--- config.mk ---
export PLATFORM = sky130hd
export DESIGN_NAME = cam_seq
export DESIGN_NICKNAME = d
export VERILOG_FILES = /design/src/rtl/cam_seq.sv
export SDC_FILE = /design/constraint.sdc
export NUM_CORES = 1
export LEC_CHECK = 0
export ABC_AREA = 1
export CORE_MARGIN = 1.5
export CORE_UTILIZATION = 30
export DETAILED_ROUTE_END_ITERATION = 6
export GPL_ROUTABILITY_DRIVEN = 1
export GPL_TIMING_DRIVEN = 1
export PLACE_DENSITY = 0.59
export SLEW_MARGIN = 20
export SYNTH_ARGS = -nofsm -noshare
export SYNTH_HDL_FRONTEND = slang
export SYNTH_SLANG_ARGS = --single-unit
--- constraint.sdc ---
create_clock -name clk -period 2.6 [get_ports clk]
set_clock_uncertainty 0.15 [all_clocks]
set_input_delay 0.39 -clock clk [delete_from_list [all_inputs] [get_ports clk]]
set_output_delay 0.39 -clock clk [all_outputs]
set_load 0.01 [all_outputs]
--- src/rtl/cam_seq.sv ---
// cam_seq: command sequencer for a 2**ADDR_W x DATA_W CAM; clears it after reset,
// tracks occupancy, runs WRITE/SEARCH/INSERT/DELETE. Optional search stats: CAM_SEQ_STATS_EN.
module cam_seq #(
  parameter int ADDR_W = 4,
  parameter int DATA_W = 8,
  parameter int CAM_LAT = 1,
  parameter logic [DATA_W-1:0] FILL = '0
) (
  input  logic              clk,
  input  logic              rst_n,
  input  logic              ena,
  input  logic              cmd_valid,
  output logic              cmd_ready,
  input  logic [1:0]        cmd_op,
  input  logic [ADDR_W-1:0] cmd_addr,
  input  logic [DATA_W-1:0] cmd_data,
  output logic              rsp_valid,
  output logic              rsp_found,
  output logic [ADDR_W-1:0] rsp_addr,
  output logic              rsp_full,
  output logic              init_done,
  output logic              cam_we,
  output logic [ADDR_W-1:0] cam_waddr,
  output logic [DATA_W-1:0] cam_wdata,
  output logic              cam_srch,
  output logic [DATA_W-1:0] cam_key,
  input  logic              cam_hit,
  input  logic [ADDR_W-1:0] cam_hit_addr,
  output logic [7:0]        stat_hits,
  output logic [7:0]        stat_miss,
  output logic [2:0]        dbg_state
);

  // Handshake: a command transfers on a rising edge with cmd_valid & cmd_ready; cmd_ready
  // never depends on cmd_valid. rsp_valid is a one-cycle pulse with no backpressure.
  localparam int ENTRIES = 1 << ADDR_W;
  localparam logic [2:0] S_INIT = 3'd0;
  localparam logic [2:0] S_IDLE = 3'd1;
  localparam logic [2:0] S_EXEC = 3'd2;
  localparam logic [2:0] S_WAIT = 3'd3;
  localparam logic [2:0] S_RESP = 3'd4;
  localparam logic [1:0] OP_WRITE  = 2'b00;
  localparam logic [1:0] OP_SEARCH = 2'b01;
  localparam logic [1:0] OP_INSERT = 2'b10;
  localparam logic [1:0] OP_DELETE = 2'b11;
  localparam logic [1:0] WAIT_LAST = 2'(CAM_LAT - 1);

  logic [2:0]         state_q, state_d;
  logic [ADDR_W:0]    init_cnt_q, init_cnt_d;
  logic [ENTRIES-1:0] occ_q, occ_d;
  logic               init_done_q, init_done_d;
  logic [1:0]         op_q, op_d;
  logic [1:0]         wait_cnt_q, wait_cnt_d;
  logic               rsp_valid_q, rsp_valid_d;
  logic               rsp_found_q, rsp_found_d;
  logic [ADDR_W-1:0]  rsp_addr_q, rsp_addr_d;
  logic               rsp_full_q, rsp_full_d;
  logic               cam_we_q, cam_we_d;
  logic [ADDR_W-1:0]  cam_waddr_q, cam_waddr_d;
  logic [DATA_W-1:0]  cam_wdata_q, cam_wdata_d;
  logic               cam_srch_q, cam_srch_d;
  logic [DATA_W-1:0]  cam_key_q, cam_key_d;

  logic               free_ok;
  logic [ADDR_W-1:0]  free_addr;
  logic               hit_found;
  logic               accept;
  logic               sample;

  always_comb begin
    free_ok   = 1'b0;
    free_addr = '0;
    for (int i = ENTRIES - 1; i >= 0; i--) begin
      if (!occ_q[i]) begin
        free_ok   = 1'b1;
        free_addr = ADDR_W'(i);
      end
    end
  end

  // A CAM hit on a cleared (FILL) slot is not a real entry.
  assign hit_found = cam_hit & occ_q[cam_hit_addr];
  assign cmd_ready = ena & init_done_q & (state_q == S_IDLE);
  assign accept    = cmd_valid & cmd_ready;
  assign sample    = (state_q == S_WAIT) && (wait_cnt_q == WAIT_LAST);

  always_comb begin
    state_d     = state_q;
    init_cnt_d  = init_cnt_q;
    occ_d       = occ_q;
    init_done_d = init_done_q;
    op_d        = op_q;
    wait_cnt_d  = wait_cnt_q;
    rsp_valid_d = 1'b0;
    rsp_found_d = rsp_found_q;
    rsp_addr_d  = rsp_addr_q;
    rsp_full_d  = rsp_full_q;
    cam_we_d    = 1'b0;
    cam_waddr_d = cam_waddr_q;
    cam_wdata_d = cam_wdata_q;
    cam_srch_d  = 1'b0;
    cam_key_d   = cam_key_q;
    case (state_q)
      S_INIT: begin
        occ_d = '0;
        if (ena) begin
          if (init_cnt_q[ADDR_W]) begin
            init_done_d = 1'b1;
            state_d     = S_IDLE;
          end else begin
            cam_we_d    = 1'b1;
            cam_waddr_d = init_cnt_q[ADDR_W-1:0];
            cam_wdata_d = FILL;
            init_cnt_d  = init_cnt_q + (ADDR_W+1)'(1);
          end
        end
      end
      S_IDLE: begin
        if (accept) begin
          op_d    = cmd_op;
          state_d = S_EXEC;
          case (cmd_op)
            OP_WRITE: begin
              cam_we_d        = 1'b1;
              cam_waddr_d     = cmd_addr;
              cam_wdata_d     = cmd_data;
              occ_d[cmd_addr] = 1'b1;
              rsp_valid_d     = 1'b1;
              rsp_found_d     = 1'b1;
              rsp_addr_d      = cmd_addr;
              rsp_full_d      = 1'b0;
            end
            OP_INSERT: begin
              rsp_valid_d = 1'b1;
              if (free_ok) begin
                cam_we_d         = 1'b1;
                cam_waddr_d      = free_addr;
                cam_wdata_d      = cmd_data;
                occ_d[free_addr] = 1'b1;
                rsp_found_d      = 1'b1;
                rsp_addr_d       = free_addr;
                rsp_full_d       = 1'b0;
              end else begin
                rsp_found_d = 1'b0;
                rsp_addr_d  = '0;
                rsp_full_d  = 1'b1;
              end
            end
            default: begin
              cam_srch_d = 1'b1;
              cam_key_d  = cmd_data;
            end
          endcase
        end
      end
      S_EXEC: begin
        wait_cnt_d = '0;
        state_d    = op_q[0] ? S_WAIT : S_IDLE;
      end
      S_WAIT: begin
        if (sample) begin
          state_d     = S_RESP;
          rsp_valid_d = 1'b1;
          rsp_found_d = hit_found;
          rsp_addr_d  = hit_found ? cam_hit_addr : '0;
          rsp_full_d  = 1'b0;
          if ((op_q == OP_DELETE) && hit_found) begin
            cam_we_d            = 1'b1;
            cam_waddr_d         = cam_hit_addr;
            cam_wdata_d         = FILL;
            occ_d[cam_hit_addr] = 1'b0;
          end
        end else begin
          wait_cnt_d = wait_cnt_q + 2'd1;
        end
      end
      S_RESP:  state_d = S_IDLE;
      default: state_d = S_INIT;
    endcase
  end

  always_ff @(posedge clk) begin
    if (!rst_n) begin
      state_q     <= S_INIT;
      init_cnt_q  <= '0;
      occ_q       <= '0;
      init_done_q <= 1'b0;
      op_q        <= OP_WRITE;
      wait_cnt_q  <= '0;
      rsp_valid_q <= 1'b0;
      rsp_found_q <= 1'b0;
      rsp_addr_q  <= '0;
      rsp_full_q  <= 1'b0;
      cam_we_q    <= 1'b0;
      cam_waddr_q <= '0;
      cam_wdata_q <= FILL;
      cam_srch_q  <= 1'b0;
      cam_key_q   <= '0;
    end else begin
      state_q     <= state_d;
      init_cnt_q  <= init_cnt_d;
      occ_q       <= occ_d;
      init_done_q <= init_done_d;
      op_q        <= op_d;
      wait_cnt_q  <= wait_cnt_d;
      rsp_valid_q <= rsp_valid_d;
      rsp_found_q <= rsp_found_d;
      rsp_addr_q  <= rsp_addr_d;
      rsp_full_q  <= rsp_full_d;
      cam_we_q    <= cam_we_d;
      cam_waddr_q <= cam_waddr_d;
      cam_wdata_q <= cam_wdata_d;
      cam_srch_q  <= cam_srch_d;
      cam_key_q   <= cam_key_d;
    end
  end

`ifdef CAM_SEQ_STATS_EN
  logic [7:0] stat_hits_q, stat_hits_d;
  logic [7:0] stat_miss_q, stat_miss_d;

  always_comb begin
    stat_hits_d = stat_hits_q;
    stat_miss_d = stat_miss_q;
    if (sample && (op_q == OP_SEARCH)) begin
      if (hit_found) begin
        if (stat_hits_q != 8'hFF) stat_hits_d = stat_hits_q + 8'd1;
      end else begin
        if (stat_miss_q != 8'hFF) stat_miss_d = stat_miss_q + 8'd1;
      end
    end
  end

  always_ff @(posedge clk) begin
    if (!rst_n) begin
      stat_hits_q <= '0;
      stat_miss_q <= '0;
    end else begin
      stat_hits_q <= stat_hits_d;
      stat_miss_q <= stat_miss_d;
    end
  end

  assign stat_hits = stat_hits_q;
  assign stat_miss = stat_miss_q;
`else
  assign stat_hits = '0;
  assign stat_miss = '0;
`endif

  assign rsp_valid = rsp_valid_q;
  assign rsp_found = rsp_found_q;
  assign rsp_addr  = rsp_addr_q;
  assign rsp_full  = rsp_full_q;
  assign init_done = init_done_q;
  assign cam_we    = cam_we_q;
  assign cam_waddr = cam_waddr_q;
  assign cam_wdata = cam_wdata_q;
  assign cam_srch  = cam_srch_q;
  assign cam_key   = cam_key_q;
  assign dbg_state = state_q;

endmodule

==> results.md, run 1 <==
Run status:
- The run finished with clean final reports.

Drt:
- The post-detailed-route DRC marker count is 0.
- The overall via count from detail_route is between 3000 and 4000.
- The count of nets left with antenna violations once routing finished came out at 0.
- Dividing the detail-routed wire length by the instance count gives between 10 and 15 um.
- The detailed-route wire length is around 11000 um.
- For this run, the detailed router's first-pass iteration total came to 5.
- After the first detailed-routing iteration, the DRC count stood at between 300 and 400.
- The post-detailed-route via-to-cell ratio is approximately 5.0.

Floorplanning:
- The area of the die is roughly 0.012 sq mm.
- The width of the die is about 110 um.
- Pin placement for this block handled 73 I/O pins.
- The number of rows in the core area is 39.
- In this run the vertical extent of the chip is between 100 and 150 um.
- The starting utilization of the core area is 0.309.
- In this run the standard cell core region covers 0.0115 sq mm.

Synth:
- The count of flip-flops with a built-in enable after synthesis is 0.
- The share of synthesized area in the top cell type comes to 0.328.
- The most common cell in the synthesized netlist is sky130_fd_sc_hd__nand2_1.
- For this run, asynchronously set or reset flops after synthesis account for 0.
- The Yosys step of the flow raised 0 warnings.
- Counting flops and latches in the post-synthesis netlist gives just under 60.
- The library cell with the largest summed area after synthesis is sky130_fd_sc_hd__dfxtp_1.
- The prevailing post-synth register cell is sky130_fd_sc_hd__dfxtp_1.
- In the synthesized netlist, the number of instances is 559.
- For this run, the register share of the synthesized area comes to 0.328.
- The mean cell area of the mapped netlist is around 6.3 sq um.
- The commonest cells after synthesis are sky130_fd_sc_hd__nand2_1, sky130_fd_sc_hd__nor2_1, sky130_fd_sc_hd__dfxtp_1.
- Yosys mapped the design onto 39 distinct sky130hd cell types.
- Ranked by total cell area, the synthesized netlist is headed by sky130_fd_sc_hd__dfxtp_1, sky130_fd_sc_hd__nand2_1, sky130_fd_sc_hd__nor2_1, sky130_fd_sc_hd__a21oi_1, sky130_fd_sc_hd__nand3_1.
- The synthesized netlist occupies a cell area of roughly 0.0035 sq mm.

Setup path:
- STA classifies the critical path startpoint as an input port.
- The critical path goes through clkdlybuf4s50_1 -> inv_1 -> nor3_4 -> clkdlybuf4s50_1.
- Counting stages on the worst path, the most repeated cell is sky130_fd_sc_hd__clkdlybuf4s50_1.
- The signal arrival time at the worst endpoint is 1.82 ns.
- For the worst flop-to-flop path, the logic depth is 19.
- The type of the setup path with the least slack is input port to output port.
- The maximum single-stage delay on the critical path is slightly below 0.6 ns.
- The cell with the largest stage delay on the worst path is sky130_fd_sc_hd__clkdlybuf4s50_1.
- In this design, the largest share of critical-path delay is due to buffers and inverters.
- The sum of buffers and inverters on the critical path is 3.
- The maximum fanout along the worst path is 3.
- The sort of element at the end of the critical path is an output port.
- For the worst setup path, the data required time is between 2 and 2.5 ns.
- In this run the number of cells on the critical path is 4.

Placed design:
- At the end of routability-driven placement, the weighted congestion stood at 0.950.
- The HPWL after detailed placement is ~8500 um.
- Prior to clock tree synthesis, the placed netlist has a worst setup slack of -0.0234 ns.
- The number of port buffers is 56.
- The placed cell area is 0.00433 sq mm.
- Once placement completed, the tool counted placed cells totaling around 770.

Global routing:
- For met2 alone, demand over resource in global routing was 0.301.
- The highest-utilization routing layer at the global route stage is met2.
- The wire length of the first global-routing pass is ~19000 um.
- The number of antenna violations at the first check in global routing is 0.
- The aggregate global routing overflow is 0.
- Entering global routing, the biggest net connects 40 pins.
- For this run, global-route usage on met3 was measured as 0.0501.
- The routing usage on met1 is 0.237.
- For this run, the total global-route usage over all layers was measured as 0.188.
- The via count of the first global-routing pass was between 3000 and 4000.

Timing:
- Subtracting the final worst setup slack from the clock period gives approximately 2.4 ns.
- The final hold violation count came to 0.
- The number of pins with negative max-slew slack in the final report is 0.
- The relative max-transition margin is 0.645.
- Setup slack on the critical path of the routed design comes to 0.242 ns.
- Of the available clock period, the critical path in the final layout requires 0.907.
- Setup violations remaining at the end of the flow were counted as 0.
- Based on the critical path, the design can be clocked at up to 0.424 GHz.
- The transition time at the pin with the least slew margin is 0.528 ns.

Finish:
- Excluding fillers, the count of instances in the completed layout stands at 782.
- The repair_antennas step left the layout with diodes totalling 0.
- The multi-input combinational cell area is 0.00197 sq mm.
- For this run, the post-layout net count is roughly 660.
- The sequential cells in the finished layout cover a total of between 0.001 and 0.0015 sq mm.
- In the final layout, the share of cells above drive strength 1 is 0.113.
- After filler insertion, the fill cell instance count of the layout stands at approximately 1200.
- The final instance area is 0.00467 sq mm.
- Relative to the synthesized area, the layout overhead comes to 31.9%.

Pwr:
- Across the VDD grid, the largest voltage drop is 0.000536 V.
- The total leakage power is around 1.9 nW.
- The cell area power density is just over 500 mW/mm^2.

Clock network:
- The maximum count of clock buffers along a single path is 2.
- Counting the buffers created by CTS gives 9.
- TritonCTS built the clock tree.
- The count of buffers added by post-CTS timing repair for setup is 0.
- The total clock sinks is 58.
- The clock root buffer is sky130_fd_sc_hd__clkbuf_16.
- The clock latency of the later-clocked register in the worst-skew pair is around 0.34 ns.
- The clock slew seen by the registers of the worst setup and hold paths is roughly 0.060 ns.
- The H-tree generated during clock tree synthesis spans 3 levels.

Flow run:
- The number of max-cap violations is 0.

Hold path:
- Counting instances, the worst hold path has a depth of 2.
- The worst hold path class is register to register.
[cells in the final DEF, fill, tap and decap left out, types with 10 or more instances in the layout]
cell / netlist / routed
sky130_fd_sc_hd__dfxtp_1: 58 / 58
sky130_fd_sc_hd__o21ai_0: 41 / 41
sky130_fd_sc_hd__conb_1: 1 / 16
sky130_fd_sc_hd__inv_2: 10 / 10
sky130_fd_sc_hd__nand4_1: 11 / 11
sky130_fd_sc_hd__nand2_1: 128 / 127
sky130_fd_sc_hd__clkdlybuf4s50_1: 0 / 56
sky130_fd_sc_hd__buf_4: 18 / 27
sky130_fd_sc_hd__a21oi_1: 49 / 49
sky130_fd_sc_hd__nand3_1: 42 / 42
sky130_fd_sc_hd__inv_1: 55 / 55
sky130_fd_sc_hd__nor2_1: 73 / 73
[tightest hold or removal path, stage by stage, from the launching register on]
cell                      delay (ns)
sky130_fd_sc_hd__dfxtp_1        0.31
sky130_fd_sc_hd__nand2_1        0.06
sky130_fd_sc_hd__a21oi_1        0.06
[final timing paths]
kind	from	slack, ns	endpoint
max	ena	0.24	cmd_ready
min	cam_wdata[7]	0.32	cam_wdata[7]
max reg2reg	occ_q[15]	0.26	cam_waddr[0]
min reg2reg	cam_wdata[7]	0.32	cam_wdata[7]
[stage by stage]
step	setup TNS (ns)	power (mW)	hold WS, ns	util
after floorplan	0	1.03	0.290	-
after global placement	0	1.11	0.296	0.378
after detailed placement	-0.0681	1.11	0.311	0.378
after CTS	0	2.44	0.320	0.406
after global routing	-0.00325	2.49	0.348	0.407
final	0	2.41	0.316	0.407
[report_power, final]
part | switching [mW] | internal, mW
logic | 0.116 | 0.0787
registers | 0.00488 | 0.897
clock network | 0.471 | 0.846
total | 0.591 | 1.82
[state kept, by name, summed over array words and instances, names as in the netlist, 2 cells and up]
register / flops
occ_q: 16
cam_key: 8
cam_wdata: 8
init_cnt_q: 5
cam_waddr: 4
rsp_addr: 4
dbg_state: 3
op_q: 2
wait_cnt_q: 2
[logic make-up after synthesis]
family | synth area share
AO/OA/AOI/OAI | 0.183
flip-flops | 0.328
buffers and inverters | 0.135
other | 0.00106
AND/OR/NAND/NOR | 0.346
adder cells (fa/ha/maj) | 0.00707
[final cells by class]
cell class / instances / share of cell area
Clock buffer: 9 / 0.0482
Inverter: 67 / 0.0538
Multi-Input combinational cell: 414 / 0.421
Clock inverter: 7 / 0.0220
Tap cell: 143 / 0.0383
Sequential cell: 58 / 0.249
Timing Repair Buffer: 84 / 0.168
[repair_timing]
action | in CTS | in global routing
gates resized for setup | 0 | 2
hold buffers | 0 | 0
setup endpoints to repair | 0 | 3
[metal layers]
metal  wire (um)  vias to the layer above
met3         945                       24
met5           0                        -
li1            -                     1952
met1        4950                     1772
met4         340                        0
met2        5160                      176
Power figures use the tool's default switching activity.
==> inputs of run 2 (changes only) <==
--- a/config.mk
+++ b/config.mk
@@ -6,7 +6,8 @@
 export NUM_CORES = 1
 export LEC_CHECK = 0
 export ABC_AREA = 1
-export CORE_MARGIN = 1.5
+export CAP_MARGIN = 25
+export CORE_MARGIN = 2
 export CORE_UTILIZATION = 30
 export DETAILED_ROUTE_END_ITERATION = 6
 export GPL_ROUTABILITY_DRIVEN = 1
==> run 2 against run 1 <==
  * Register-to-register slack lost 0.08 ns
  * Routed wire length grew 0.79%
  * Sequential share of layout area is 0.19 points lower
  * Via count barely moved
  * Core utilization up 0.31 points
  * Fmax down 3.8%
  * Global-route usage shrank 0.40 points
  * Sequential power about the same
  * Power up 2.5%
  * Critical path type is now input port to register
  * Critical endpoint is now occ_q[6]
  * Largest cell class unchanged
  * Highest routed layer unchanged
==> results.md, run 2 (synthesis gave the netlist of run 1 again) <==
Run status:
- The run finished with clean final reports.

Pwr:
- The total internal power is 1.91 mW (+5.1%).
- The post-route total power was 2.47 mW (+2.5%).
- The power dissipated by switching net loads is 0.560 mW (-5.3%).
- The total leakage power is 1.89 nW (+1.0%).
- The share of total power in the clock network is 0.555 (+0.009).
- The peak ir drop on the vdd network was 0.000514 V (-4.1%).
- The share of power burned in combinational logic was 0.080 (about the same).
- The portion of total power attributed to sequential cells is 0.365 (-0.009).
- The switching power as a share of total power is 0.226 (-0.0187).
- The cell area power density came to 526 mW/mm^2 (+1.8%).

Clock network:
- The clock slew seen by the registers of the worst setup and hold paths was 0.05 ns (about the same).
- The number of buffers added by the clock tree synthesis step is 9 (unchanged).
- The total clock sinks came to 58 (unchanged).
- The H-tree level count was 3 (unchanged).
- The clock latency of the later-clocked register in the worst-skew pair is 0.33 ns (about the same).
- TritonCTS built the clock tree.
- The hold buffer count at CTS was 0 (unchanged).
- The maximum count of clock buffers along a single path was 2 (unchanged).
- The tree is rooted in a sky130_fd_sc_hd__clkbuf_16.

Finish:
- The top cell types in the final layout, fill and taps aside, are sky130_fd_sc_hd__nand2_1, sky130_fd_sc_hd__nor2_1, sky130_fd_sc_hd__dfxtp_1.
- The most common cell after layout, fill and taps aside is sky130_fd_sc_hd__nand2_1.
- The register ranked first by flip-flop count is occ_q.
- The flip-flop count of the largest register, all copies and words added was 16 (unchanged).
- The area growth from synthesis to layout is 32.9%.
- The final instance area is 0.00471 sq mm (+0.75%).
- The number of filler cells placed in the layout is 1193 (-2.2%).
- The antenna cell count is 0 (unchanged).
- The net total in the final layout is 662 (+0.46%).
- The layout cell share with drive strength beyond 1 is 0.114 (+0.00103).

Drt:
- The overall via count from detail_route is 3921 (-0.076%).
- The post-detailed-route via-to-cell ratio is 4.99 (-0.46%).
- The per-cell routed wire length is 14.6 um (+0.40%).
- The violation count after the first detailed-routing iteration was 379 (+16%).
- The number of iterations in the first detailed-routing pass is 5 (unchanged).
- The detailed-route wire length is 11500 um (+0.79%).
- The post-detailed-route count of antenna-violating nets is 0 (unchanged).
- The post-detailed-route DRC marker count came to 0 (unchanged).

Placed design:
- The number of port buffers is 56 (unchanged).
- The HPWL after detailed placement is 8490 um (-0.18%).
- The weighted congestion at the end of routability-driven global placement is 0.975 (+2.6%).
- The placed cell area was 0.00436 sq mm (+0.52%).

Hold path:
- The min-delay analysis places its worst path in the category register to register.
- The count of cells along the worst hold path came to 2 (unchanged).

Global routing:
- The number of antenna violations at the first check in global routing is 0 (unchanged).
- The aggregate global routing overflow is 0 (unchanged).
- The via count of the first global-routing pass is 3691 (+0.11%).
- The wire length of the first global-routing pass is 18700 um (+0.86%).
- The overall global routing resource usage is 0.184 (-0.00401).
- The largest net degree at the start of global routing was 40 (unchanged).

Setup path:
- The worst endpoint required time is 2.70 ns (+0.64 ns).
- The worst setup path is captured at a register.
- STA classifies the critical path startpoint as an input port.
- The maximum fanout along the worst path is 32 (+29).
- The type of the setup path with the least slack is input port to register.
- The count of cells along the worst register-to-register path is 11 (-8).
- The signal arrival time at the worst endpoint is 2.55 ns (+0.73 ns).

Timing:
- The peak clock frequency supported by timing came to 0.408 GHz (-3.8%).
- The transition time at the pin with the least slew margin was 0.533 ns (+0.00548 ns).
- The relative max-transition margin came to 0.642 (-0.00315).
- The final critical delay including setup and external delays is 2.45 ns (+0.0924 ns).
- The number of pins with negative max-slew slack in the final report is 0 (unchanged).
- The final hold violation count is 0 (unchanged).
- Setup repair after global routing left no endpoint under its margin.
- The number of endpoints failing setup at the final stage is 0 (unchanged).
- The share of the clock period used by the worst path after layout is 0.942 (+0.0355).

Floorplanning:
- The starting utilization of the core area is 0.309 (unchanged).
- The core box area is 0.0115 sq mm (unchanged).
- The I/O pin count was 73 (unchanged).
- The overall die height is 113 um (+0.90%).
- The width of the die is 113 um (+0.90%).
- The number of rows in the core area is 39 (unchanged).
- The area of the die is 0.0127 sq mm (+1.8%).

Flow run:
- The number of max-cap violations is 0 (unchanged).
-- run 2: changes by cell type in the layout (fill, tap and decap cells not counted) --
cell / delta
sky130_fd_sc_hd__clkinv_4: -3
sky130_fd_sc_hd__inv_6: -1
sky130_fd_sc_hd__buf_4: +3
sky130_fd_sc_hd__clkinv_2: +1
sky130_fd_sc_hd__bufinv_16: +1
sky130_fd_sc_hd__nand2_2: -1
sky130_fd_sc_hd__clkbuf_1: +2
sky130_fd_sc_hd__nand2_4: +1
-- run 2: cell type report --
class | count | area, sq um | share of cell area
Multi-Input combinational cell | 414 | 1970 | 0.419
Sequential cell | 58 | 1160 | 0.247
Inverter | 67 | 251 | 0.0534
Tap cell | 143 | 179 | 0.0380
Timing Repair Buffer | 87 | 806 | 0.171
Clock inverter | 5 | 103 | 0.0218
Clock buffer | 11 | 233 | 0.0495
-- run 2: worst paths after layout --
kind | endpoint | slack [ns] | from
setup / recovery | occ_q[6] | 0.15 | cam_hit_addr[0]
hold / removal | cam_wdata[5] | 0.32 | cam_wdata[5]
setup reg to reg | occ_q[6] | 0.18 | occ_q[7]
hold reg to reg | cam_wdata[5] | 0.32 | cam_wdata[5]
-- run 2: through the flow --
stage	instances	hold slack (ns)	setup WS, ns	setup TNS (ns)	util
after floorplan	574	0.290	0.604	0	-
after global placement	769	0.299	-0.0801	-1.77	0.380
after detailed placement	769	0.311	-0.125	-2.56	0.380
after CTS	785	0.322	0.170	0	0.409
after global routing	785	0.346	0.0125	0	0.410
final	785	0.316	0.150	0	0.410
-- run 2: power by group through the flow --
stage               clock [mW]  combinational (mW)  sequential (mW)
floorplan                    0               0.107            0.922
global placement             0               0.194            0.921
global route              1.43               0.218            0.903
finish                    1.37               0.199            0.903
CTS                       1.40               0.196            0.903
detailed placement           0               0.195            0.922
-- run 2: per-layer routing --
layer / GRT usage / share of wire
met1: 0.240 / 0.44
met2: 0.296 / 0.45
met3: 0.0475 / 0.082
met4: 0.0610 / 0.021
met5: 0 / 0
-- run 2: timing repair --
action	CTS	global route
buffers inserted	0	0
endpoints found under the setup margin	0	3
endpoints found under the hold margin	0	0
gates resized for setup	0	3
-- run 2: critical path, stage by stage --
cell and delay (ns):
sky130_fd_sc_hd__clkdlybuf4s50_1 0.53, sky130_fd_sc_hd__nand2_1 0.24, sky130_fd_sc_hd__o22ai_1 0.24, sky130_fd_sc_hd__o21ai_1 0.10
sky130_fd_sc_hd__nand4_1 0.10, sky130_fd_sc_hd__and2_1 0.20, sky130_fd_sc_hd__nand3_1 0.13, sky130_fd_sc_hd__nand2_2 0.10
sky130_fd_sc_hd__nand3_4 0.07, sky130_fd_sc_hd__buf_12 0.17, sky130_fd_sc_hd__nand2_1 0.07, sky130_fd_sc_hd__nand2_1 0.05
sky130_fd_sc_hd__a21oi_1 0.16
